[src/rtl/accum_window_ctrl_pkg.sv]
// Shared definitions for the accumulator window controller: FSM state encodings
// and the constant clog2 helper reused by other accumulator blocks.
package accum_window_ctrl_pkg;

    typedef enum logic [1:0] {
        S_INIT = 2'd0,
        S_ACC  = 2'd1,
        S_DUMP = 2'd2
    } state_e;

    // Smallest n with 2**n >= value; usable in parameter and localparam expressions.
    function automatic int clog2(input int value);
        int result;
        result = 0;
        for (int i = 0; i < 31; i++) begin
            if ((1 << i) < value) begin
                result = i + 1;
            end
        end
        return result;
    endfunction

endpackage

[src/rtl/accum_window_ctrl_if.sv]
// Bundle of the sample input, accumulator-side and result-output signals of the
// window controller; the controller is the slave, its environment the master.
interface accum_window_ctrl_if
    import accum_window_ctrl_pkg::*;
#(
    parameter int WIDTH = 4,
    parameter int WIN   = 8
);
    localparam int CW = clog2(WIN + 1);

    logic             in_valid;
    logic             in_ready;
    logic [WIDTH-1:0] din;
    logic             flush;

    logic [WIDTH-1:0] acc_d;
    logic             acc_clr;
    logic [WIDTH-1:0] acc_q;

    logic             out_valid;
    logic             out_ready;
    logic [WIDTH-1:0] out_data;
    logic [CW-1:0]    out_cnt;
    logic             out_ovf;

    modport slave (
        input  in_valid, din, flush, acc_q, out_ready,
        output in_ready, acc_d, acc_clr, out_valid, out_data, out_cnt, out_ovf
    );

    modport master (
        output in_valid, din, flush, acc_q, out_ready,
        input  in_ready, acc_d, acc_clr, out_valid, out_data, out_cnt, out_ovf
    );

endinterface

[src/rtl/accum_window_ctrl.sv]
// Window controller for a sibling unsigned accumulator: feeds and clears it, counts
// samples per window and buffers each window sum with a sticky wrap flag.
module accum_window_ctrl
    import accum_window_ctrl_pkg::*;
#(
    parameter int WIDTH = 4,
    parameter int WIN   = 8
)
(
    input  logic              clk,
    input  logic              rst,
    accum_window_ctrl_if.slave bus
);

    localparam int            CW      = clog2(WIN + 1);
    localparam logic [CW-1:0] WIN_CNT = CW'(WIN);

    state_e           r_state;
    logic [CW-1:0]    r_cnt;
    logic             r_ovf;
    logic             r_out_valid;
    logic [WIDTH-1:0] r_out_data;
    logic [CW-1:0]    r_out_cnt;
    logic             r_out_ovf;

    logic             w_accept;
    logic [WIDTH:0]   w_sum;
    logic             w_carry;
    logic [CW-1:0]    w_cnt_next;
    logic             w_ovf_next;
    logic             w_close;
    logic             w_slot_free;
    logic             w_capture;

    assign w_accept    = (r_state == S_ACC) && bus.in_valid;
    assign w_sum       = {1'b0, bus.acc_q} + {1'b0, bus.din};
    assign w_carry     = |(w_sum >> WIDTH);
    assign w_cnt_next  = r_cnt + {{(CW-1){1'b0}}, w_accept};
    assign w_ovf_next  = r_ovf | (w_accept & w_carry);
    // A sample accepted alongside flush belongs to the window being closed.
    assign w_close     = (w_accept && (w_cnt_next == WIN_CNT)) ||
                         (bus.flush && (w_cnt_next != '0));
    assign w_slot_free = !r_out_valid || bus.out_ready;
    assign w_capture   = (r_state == S_DUMP) && w_slot_free;

    assign bus.in_ready  = (r_state == S_ACC);
    assign bus.acc_clr   = (r_state == S_INIT) || w_capture;
    assign bus.acc_d     = w_accept ? bus.din : '0;
    assign bus.out_valid = r_out_valid;
    assign bus.out_data  = r_out_data;
    assign bus.out_cnt   = r_out_cnt;
    assign bus.out_ovf   = r_out_ovf;

    // NOTE: non-blocking assignments so every register samples pre-edge values;
    // the later r_out_valid write in DUMP overrides the transfer clear.
    always_ff @(posedge clk or negedge rst) begin
        if (!rst) begin
            r_state     <= S_INIT;
            r_cnt       <= '0;
            r_ovf       <= 1'b0;
            r_out_valid <= 1'b0;
            r_out_data  <= '0;
            r_out_cnt   <= '0;
            r_out_ovf   <= 1'b0;
        end else begin
            if (r_out_valid && bus.out_ready) begin
                r_out_valid <= 1'b0;
            end
            case (r_state)
                S_INIT: begin
                    r_state <= S_ACC;
                end
                S_ACC: begin
                    r_cnt <= w_cnt_next;
                    r_ovf <= w_ovf_next;
                    if (w_close) begin
                        r_state <= S_DUMP;
                    end
                end
                S_DUMP: begin
                    // acc_q holds the complete window sum here; acc_clr fires with the capture.
                    if (w_slot_free) begin
                        r_out_valid <= 1'b1;
                        r_out_data  <= bus.acc_q;
                        r_out_cnt   <= r_cnt;
                        r_out_ovf   <= r_ovf;
                        r_cnt       <= '0;
                        r_ovf       <= 1'b0;
                        r_state     <= S_ACC;
                    end
                end
                default: begin
                    r_state <= S_INIT;
                end
            endcase
        end
    end

    a_out_stable: assert property (@(posedge clk) disable iff (!rst)
        (r_out_valid && !bus.out_ready) |=>
            (r_out_valid && $stable(r_out_data) && $stable(r_out_cnt) && $stable(r_out_ovf)));

    a_ready_clr_exclusive: assert property (@(posedge clk) disable iff (!rst)
        !(bus.in_ready && bus.acc_clr));

endmodule

[src/flat_wrapper.sv]
// flat-port wrapper written by rule: the top's interface ports become plain ports
module accum_window_ctrl_flat import accum_window_ctrl_pkg::*;
#(
    parameter int WIDTH = 4,
    parameter int WIN   = 8
)
  (clk, rst, bus_in_valid, bus_din, bus_flush, bus_acc_q, bus_out_ready, bus_in_ready, bus_acc_d, bus_acc_clr, bus_out_valid, bus_out_data, bus_out_cnt, bus_out_ovf);
  accum_window_ctrl_if #(.WIDTH(WIDTH), .WIN(WIN)) bus_i ();
  input  logic clk;
  input  logic rst;
  input wire logic [$bits(bus_i.in_valid)-1:0] bus_in_valid;
  input wire logic [$bits(bus_i.din)-1:0] bus_din;
  input wire logic [$bits(bus_i.flush)-1:0] bus_flush;
  input wire logic [$bits(bus_i.acc_q)-1:0] bus_acc_q;
  input wire logic [$bits(bus_i.out_ready)-1:0] bus_out_ready;
  output wire logic [$bits(bus_i.in_ready)-1:0] bus_in_ready;
  output wire logic [$bits(bus_i.acc_d)-1:0] bus_acc_d;
  output wire logic [$bits(bus_i.acc_clr)-1:0] bus_acc_clr;
  output wire logic [$bits(bus_i.out_valid)-1:0] bus_out_valid;
  output wire logic [$bits(bus_i.out_data)-1:0] bus_out_data;
  output wire logic [$bits(bus_i.out_cnt)-1:0] bus_out_cnt;
  output wire logic [$bits(bus_i.out_ovf)-1:0] bus_out_ovf;
  assign bus_i.in_valid = bus_in_valid;
  assign bus_i.din = bus_din;
  assign bus_i.flush = bus_flush;
  assign bus_i.acc_q = bus_acc_q;
  assign bus_i.out_ready = bus_out_ready;
  assign bus_in_ready = bus_i.in_ready;
  assign bus_acc_d = bus_i.acc_d;
  assign bus_acc_clr = bus_i.acc_clr;
  assign bus_out_valid = bus_i.out_valid;
  assign bus_out_data = bus_i.out_data;
  assign bus_out_cnt = bus_i.out_cnt;
  assign bus_out_ovf = bus_i.out_ovf;
  accum_window_ctrl #(.WIDTH(WIDTH), .WIN(WIN)) u_core (.clk(clk), .rst(rst), .bus(bus_i));
endmodule
[config.mk]
export PLATFORM = sky130hd
export DESIGN_NAME = accum_window_ctrl_flat
export DESIGN_NICKNAME = d
export VERILOG_FILES = /design/src/rtl/accum_window_ctrl_pkg.sv /design/src/rtl/accum_window_ctrl_if.sv /design/src/rtl/accum_window_ctrl.sv /design/src/flat_wrapper.sv
export SDC_FILE = /design/constraint.sdc
export NUM_CORES = 1
export LEC_CHECK = 0
export ABC_AREA = 1
export ABC_CLOCK_PERIOD_IN_PS = 2200
export CORE_UTILIZATION = 45
export DETAILED_ROUTE_END_ITERATION = 6
export PLACE_DENSITY_LB_ADDON = 0.08
export REMOVE_ABC_BUFFERS = 1
export SLEW_MARGIN = 20
export SYNTH_ARGS = -nofsm -noshare
export SYNTH_HDL_FRONTEND = slang
export SYNTH_SLANG_ARGS = --single-unit
[constraint.sdc]
create_clock -name clk -period 2.2 [get_ports clk]
set_input_delay 0.44 -clock clk [delete_from_list [all_inputs] [get_ports clk]]
set_output_delay 0.44 -clock clk [all_outputs]
set_load 0.02 [all_outputs]
After elaboration in Yosys (flattened, before gate mapping)
Index checks and enable logic that the tools add are counted.
{ "totals": {"regBits": 17, "latch_bits": 0, "ramBits": 0, "romBits": 0, "inputBits": 13, "word_cells": 42, "memories": 0} }
{ "op_classes": {"addsub": 2, "mul": 0, "div_mod_pow": 0, "magnitude_cmp": 0, "eq_ne": 5, "n_shift": 0, "muxes": 11, "bitwise_logic": 2, "n_reduce_logical": 15} }
{ "op_table": {"columns": ["op", "count"], "rows": [
  ["2-to-1 mux 4 bit", 2],
  ["case mux 4 bit (2 select lines)", 1],
  ["case mux 2 bit (3 select lines)", 1],
  ["AND reduction 2 bit", 3],
  ["adder 4 x 4 -> 5 bit", 1],
  ["logical AND 1 bit", 5],
  ["adder 4 x 1 -> 4 bit", 1],
  ["== test 4 bit, second input constant", 1],
  ["2-to-1 mux 1 bit", 4],
  ["2-to-1 mux 2 bit", 2],
  ["inequality test 2 x 1 -> 1 bit, second input constant", 2],
  ["nonzero test 4 bit", 1],
  ["logical OR 1 bit", 3],
  ["== test 2 x 1 -> 1 bit, second input constant", 1],
  ["== test 2 bit, second input constant", 1],
  ["zero test 2 bit", 1],
  ["case mux 1 bit (2 select lines)", 1],
  ["nonzero test 2 bit", 1],
  ["bitwise AND 1 bit", 1],
  ["zero test 1 bit", 1],
  ["bitwise OR 1 bit", 1]
]} }

Longest topological paths before layout
{ "depth": {"ltp_word": 8, "ltp_mapped": 14, "ltp_nobuf": 14} }

Worst setup path after synthesis
Ideal clock, no wire load.
{ "synth_timing": {"kind": "reg-to-reg", "startpoint": "register u_core.r_state[1]", "endpoint": "register u_core.r_state[1]", "arrival_time_ns": 1.673, "slack_ns": 0.410, "path_stages_with_launch": 14, "path_buffers": 0, "synth_period_minus_slack_ns": 1.790, "cell_sequence": "dfrtp_1 inv_1 nand2_2 nor2_4 ha_1 ha_1 nor2_1 inv_1 nor2_2 nand2_1 nand2_1 nand2_1 nand2_1 nand2_1"} }
{ "synth_via": {"elab_chain_len": 8} }
{ "synth_rtl": {"columns": ["element", "line", "rtl"], "rows": [
  ["start, declared", "accum_window_ctrl.sv:18", "state_e r_state;"],
  ["start signal, assigned", "accum_window_ctrl.sv:58", "r_state <= S_INIT;"],
  ["start signal, assigned", "accum_window_ctrl.sv:71", "r_state <= S_ACC;"],
  ["start signal, assigned", "accum_window_ctrl.sv:77", "r_state <= S_DUMP;"],
  ["== test 2 x 1 -> 1 bit", "accum_window_ctrl.sv:35, accum_window_ctrl.sv:69", null],
  ["logical AND 1 bit", "accum_window_ctrl.sv:35", "assign w_accept = (r_state == S_ACC) && bus.in_valid;"],
  ["adder 4 x 1 -> 4 bit", "accum_window_ctrl.sv:38", "assign w_cnt_next = r_cnt + {{(CW-1){1'b0}}, w_accept};"],
  ["== test 4 bit / nonzero test 4 bit (equally long branches)", "accum_window_ctrl.sv:41, accum_window_ctrl.sv:42", null],
  ["logical AND 1 bit (on tied branches)", "accum_window_ctrl.sv:41, accum_window_ctrl.sv:42", null],
  ["logical OR 1 bit", "accum_window_ctrl.sv:41", "assign w_close = (w_accept && (w_cnt_next == WIN_CNT)) ||"],
  ["inequality test 2 x 1 -> 1 bit (no source line)", null, null],
  ["AND reduction 2 bit (no source line)", null, null]
]} }
Parallel ways exist; a longest one is shown, timed or not.
A chain may end at the register's enable or synchronous reset.

Worst setup path after layout
{ "layout_timing": {"startpoint": "input port bus_in_valid", "endpoint": "output port bus_acc_d[1]"} }
{ "layout_via": {"elab_chain_len": 2} }
{ "layout_rtl": {"columns": ["element", "line", "rtl"], "rows": [
  ["start, declared", "flat_wrapper.sv:11", "input wire logic [$bits(bus_i.in_valid)-1:0] bus_in_valid;"],
  ["logical AND 1 bit", "accum_window_ctrl.sv:35", null],
  ["2-to-1 mux 4 bit", "accum_window_ctrl.sv:48", "assign bus.acc_d = w_accept ? bus.din : '0;"],
  ["end, declared", "flat_wrapper.sv:17", "output wire logic [$bits(bus_i.acc_d)-1:0] bus_acc_d;"]
]} }
Every way passes these cells.

==> out/summary.txt <==
Outcome: finished, final reports clean
Yosys reg bits: 17
RSZ-0062 raised after global routing: false
Core area: 1960 µm²
CTS clock-pin slew for the worst setup and hold paths: 0.11 ns
Setup WS pre-CTS: -0.179 ns
Antenna violations before repair: 0
Pwr per Cell Area: 1380 nW/µm²
Max Root-Sink Buffers: 2
Port buffer count: 28
CP max FO: 4
# DRC: 0
Fin nets: 157
I/O Pins: 29
Ant diodes: 0
DRT iter0 DRCs: 14
WL met2: 933 µm
Placer Congestion: 0.821
WP buf/inv: 4
CP max stage cell: clkdlybuf4s50_1
Vias in the first global route: 668
DR pass1 iterations: 4
Worst r2r path cells: 13
Die height: 47.6 µm
Synth unique cells: 20
Total Wirelength: 1820 µm
Antenna-violating nets left: 0
Crit-path cells: clkdlybuf4s50_1, inv_1, nor2_4, inv_1, nor2_1, dlygate4sd2_1
Footprint of the flip-flops and latches: 425 µm²
List of most frequent post-synthesis cells: nand2_1, dfrtp_1, inv_1
M1 wire length: 833 µm
Prevailing post-synth register cell: dfrtp_1
Hold_buf cts: 0
Area of the multi-input gates: 434 µm²
Worst skew pair latency: 0.28 ns
Largest net degree at the start of global routing: 18
Post-Syn Instances: 101
Crit path arrival time: 1.64 ns
EDFF count, synth: 0
Worst path most repeated cell: inv_1
Crit path launch type: primary input
H-tree depth: 1
Setup Viol. Count Final: 0
Worst min path class: in2async
Final Cycle Share: 94.7%
Area Overhead vs Synth: 39.6%
Vias per Instance: 4.68
Vias post-DR: 772
Final core occ: 66.5%
Reg2reg end: u_core.r_state[1]
Max-slew headroom: 85.1%
Leakage: 0.664 nW
CTS tree: built
Crit. End Element: output port
Global route overflow: 0
Worst-margin pin slew: 0.223 ns
CP delay by family, top: buffers and inverters
Maximum vdd drop: 0.739 mV
Global-route usage over all layers: 18.1%
DIE AREA: 2260 µm²
First-pass GRT wire length: 2880 µm
DR WL/cell: 11.0 µm
Area contributors post-synth: dfrtp_1, nand2_1, mux2_4
Fraction of final layout cells sized beyond drive strength 1: 18.8%
Fillers: 179
CP Data Required Time: 1.76 ns
Final worst slack: 0.117 ns
Initial Util: 47.6%
Clock root cell: clkbuf_4
Final Slew Violations: 0
Final Hold Fails: 0
Crit path largest cell delay: 0.48 ns
Routed wl met3: 46 µm
Max layer used: met4
Top-count cell post-synth: nand2_1
# rows: 16
Fin Setup TNS: 0 ns
Dpl hpwl: 1410 µm
Average cell area after synthesis: 9.25 µm²
Crit path time final: 2.08 ns
Fmax: 0.480 GHz
Async SR Flop Fraction: 100%
Sequential share of the synthesized area: 45.5%
Num CTS Buffers: 3
Worst r2r src: u_core.r_state[1]
Clock sink total: 17
Mapped Area: 935 µm²
Synth top area share: 45.5%
Reg2reg setup slack: 0.24 ns
Setup Skew: 0.00462 ns
Syn. warnings: 0
Critical path class: in2out
Synth area leader: dfrtp_1
Setup Fix Bufs, Post-CTS: 0
Die Width: 47.6 µm
Max_cap viols: 0
cell families after synthesis:
kind of cell | count (synthesis) | share of synthesized area, %
flip-flops | 17 | 45.5
AND/OR/NAND/NOR | 45 | 22.6
multiplexers | 5 | 8.03
AO/OA/AOI/OAI | 12 | 9.10
adder cells (fa/ha/maj) | 5 | 6.69
buffers and inverters | 17 | 8.03
per-stage QoR:
step,instances,area (µm²),hold slack [ns],total power [mW]
3_5_place_dp,161,1280,0.480,1.66
5_1_grt,165,1310,0.491,1.95
6_report,165,1310,0.467,1.80
4_1_cts,165,1300,0.475,1.82
3_3_place_gp,161,1280,0.467,1.64
2_1_floorplan,100,920,0.144,1.23
flip-flops by register name, indices dropped and copies added, names as in the netlist:
register              count
u_core.r_state            2
u_core.bus.out_data       4
u_core.r_cnt              4
u_core.bus.out_cnt        4
u_core.bus.out_valid      1
u_core.bus.out_ovf        1
u_core.r_ovf              1
how the worst max path moves through the flow:
stage	from	to	slack [ns]	depth (start not counted)
2_1_floorplan	u_core.r_state[1]	u_core.r_state[1]	0.41	13
3_3_place_gp	bus_in_valid	bus_acc_d[1]	-0.15	6
3_5_place_dp	bus_in_valid	bus_acc_d[1]	-0.18	6
4_1_cts	bus_out_ready	bus_acc_clr	0.005	6
5_1_grt	u_core.r_state[1]	bus_acc_d[3]	0.005	6
6_report	bus_in_valid	bus_acc_d[1]	0.12	6
metal layers:
metal	up-vias	global-route usage, %
li1	401	-
met1	357	23.2
met2	12	32.3
met5	-	0
met3	2	3.40
met4	0	3.33
layout by cell type, fill, tap and decap left out:
master,n
clkdlybuf4s15_1,2
o21ai_0,1
inv_1,15
clkbuf_4,3
dlygate4sd2_1,3
nand3_1,4
dfrtp_1,17
dlymetal6s2s_1,1
inv_2,1
a21oi_1,1
nand2_1,24
ha_1,5
nor2_2,2
o211ai_1,1
clkdlybuf4s50_1,22
nand2_2,1
mux2_4,5
o21ai_2,2
nand2_4,2
clkinv_2,1
o22ai_2,2
nand4_1,3
nor2_1,8
o21ai_1,5
buf_4,6
nor2_4,1
area by class of cell:
cell class                 count  area share, %
multi-input combinational     67           33.3
sequential                    17           32.6
timing repair buffer          34           24.8
inverter                      16           4.60
tap                           27           2.59
clock buffer                   3           1.73
clock inverter                 1          0.384
repair_timing:
action	in CTS	in global routing
pin swaps	0	0
gates cloned	0	0
gates resized for setup	5	3
endpoints found under the setup margin	5	3
where the power goes:
group	total (mW)	switching, mW	internal, mW
logic	1.07	0.572	0.499
registers	0.559	0.100	0.459
clock network	0.168	0.101	0.0673
total	1.80	0.774	1.02
No activity file was read; power rests on OpenSTA's default activity.
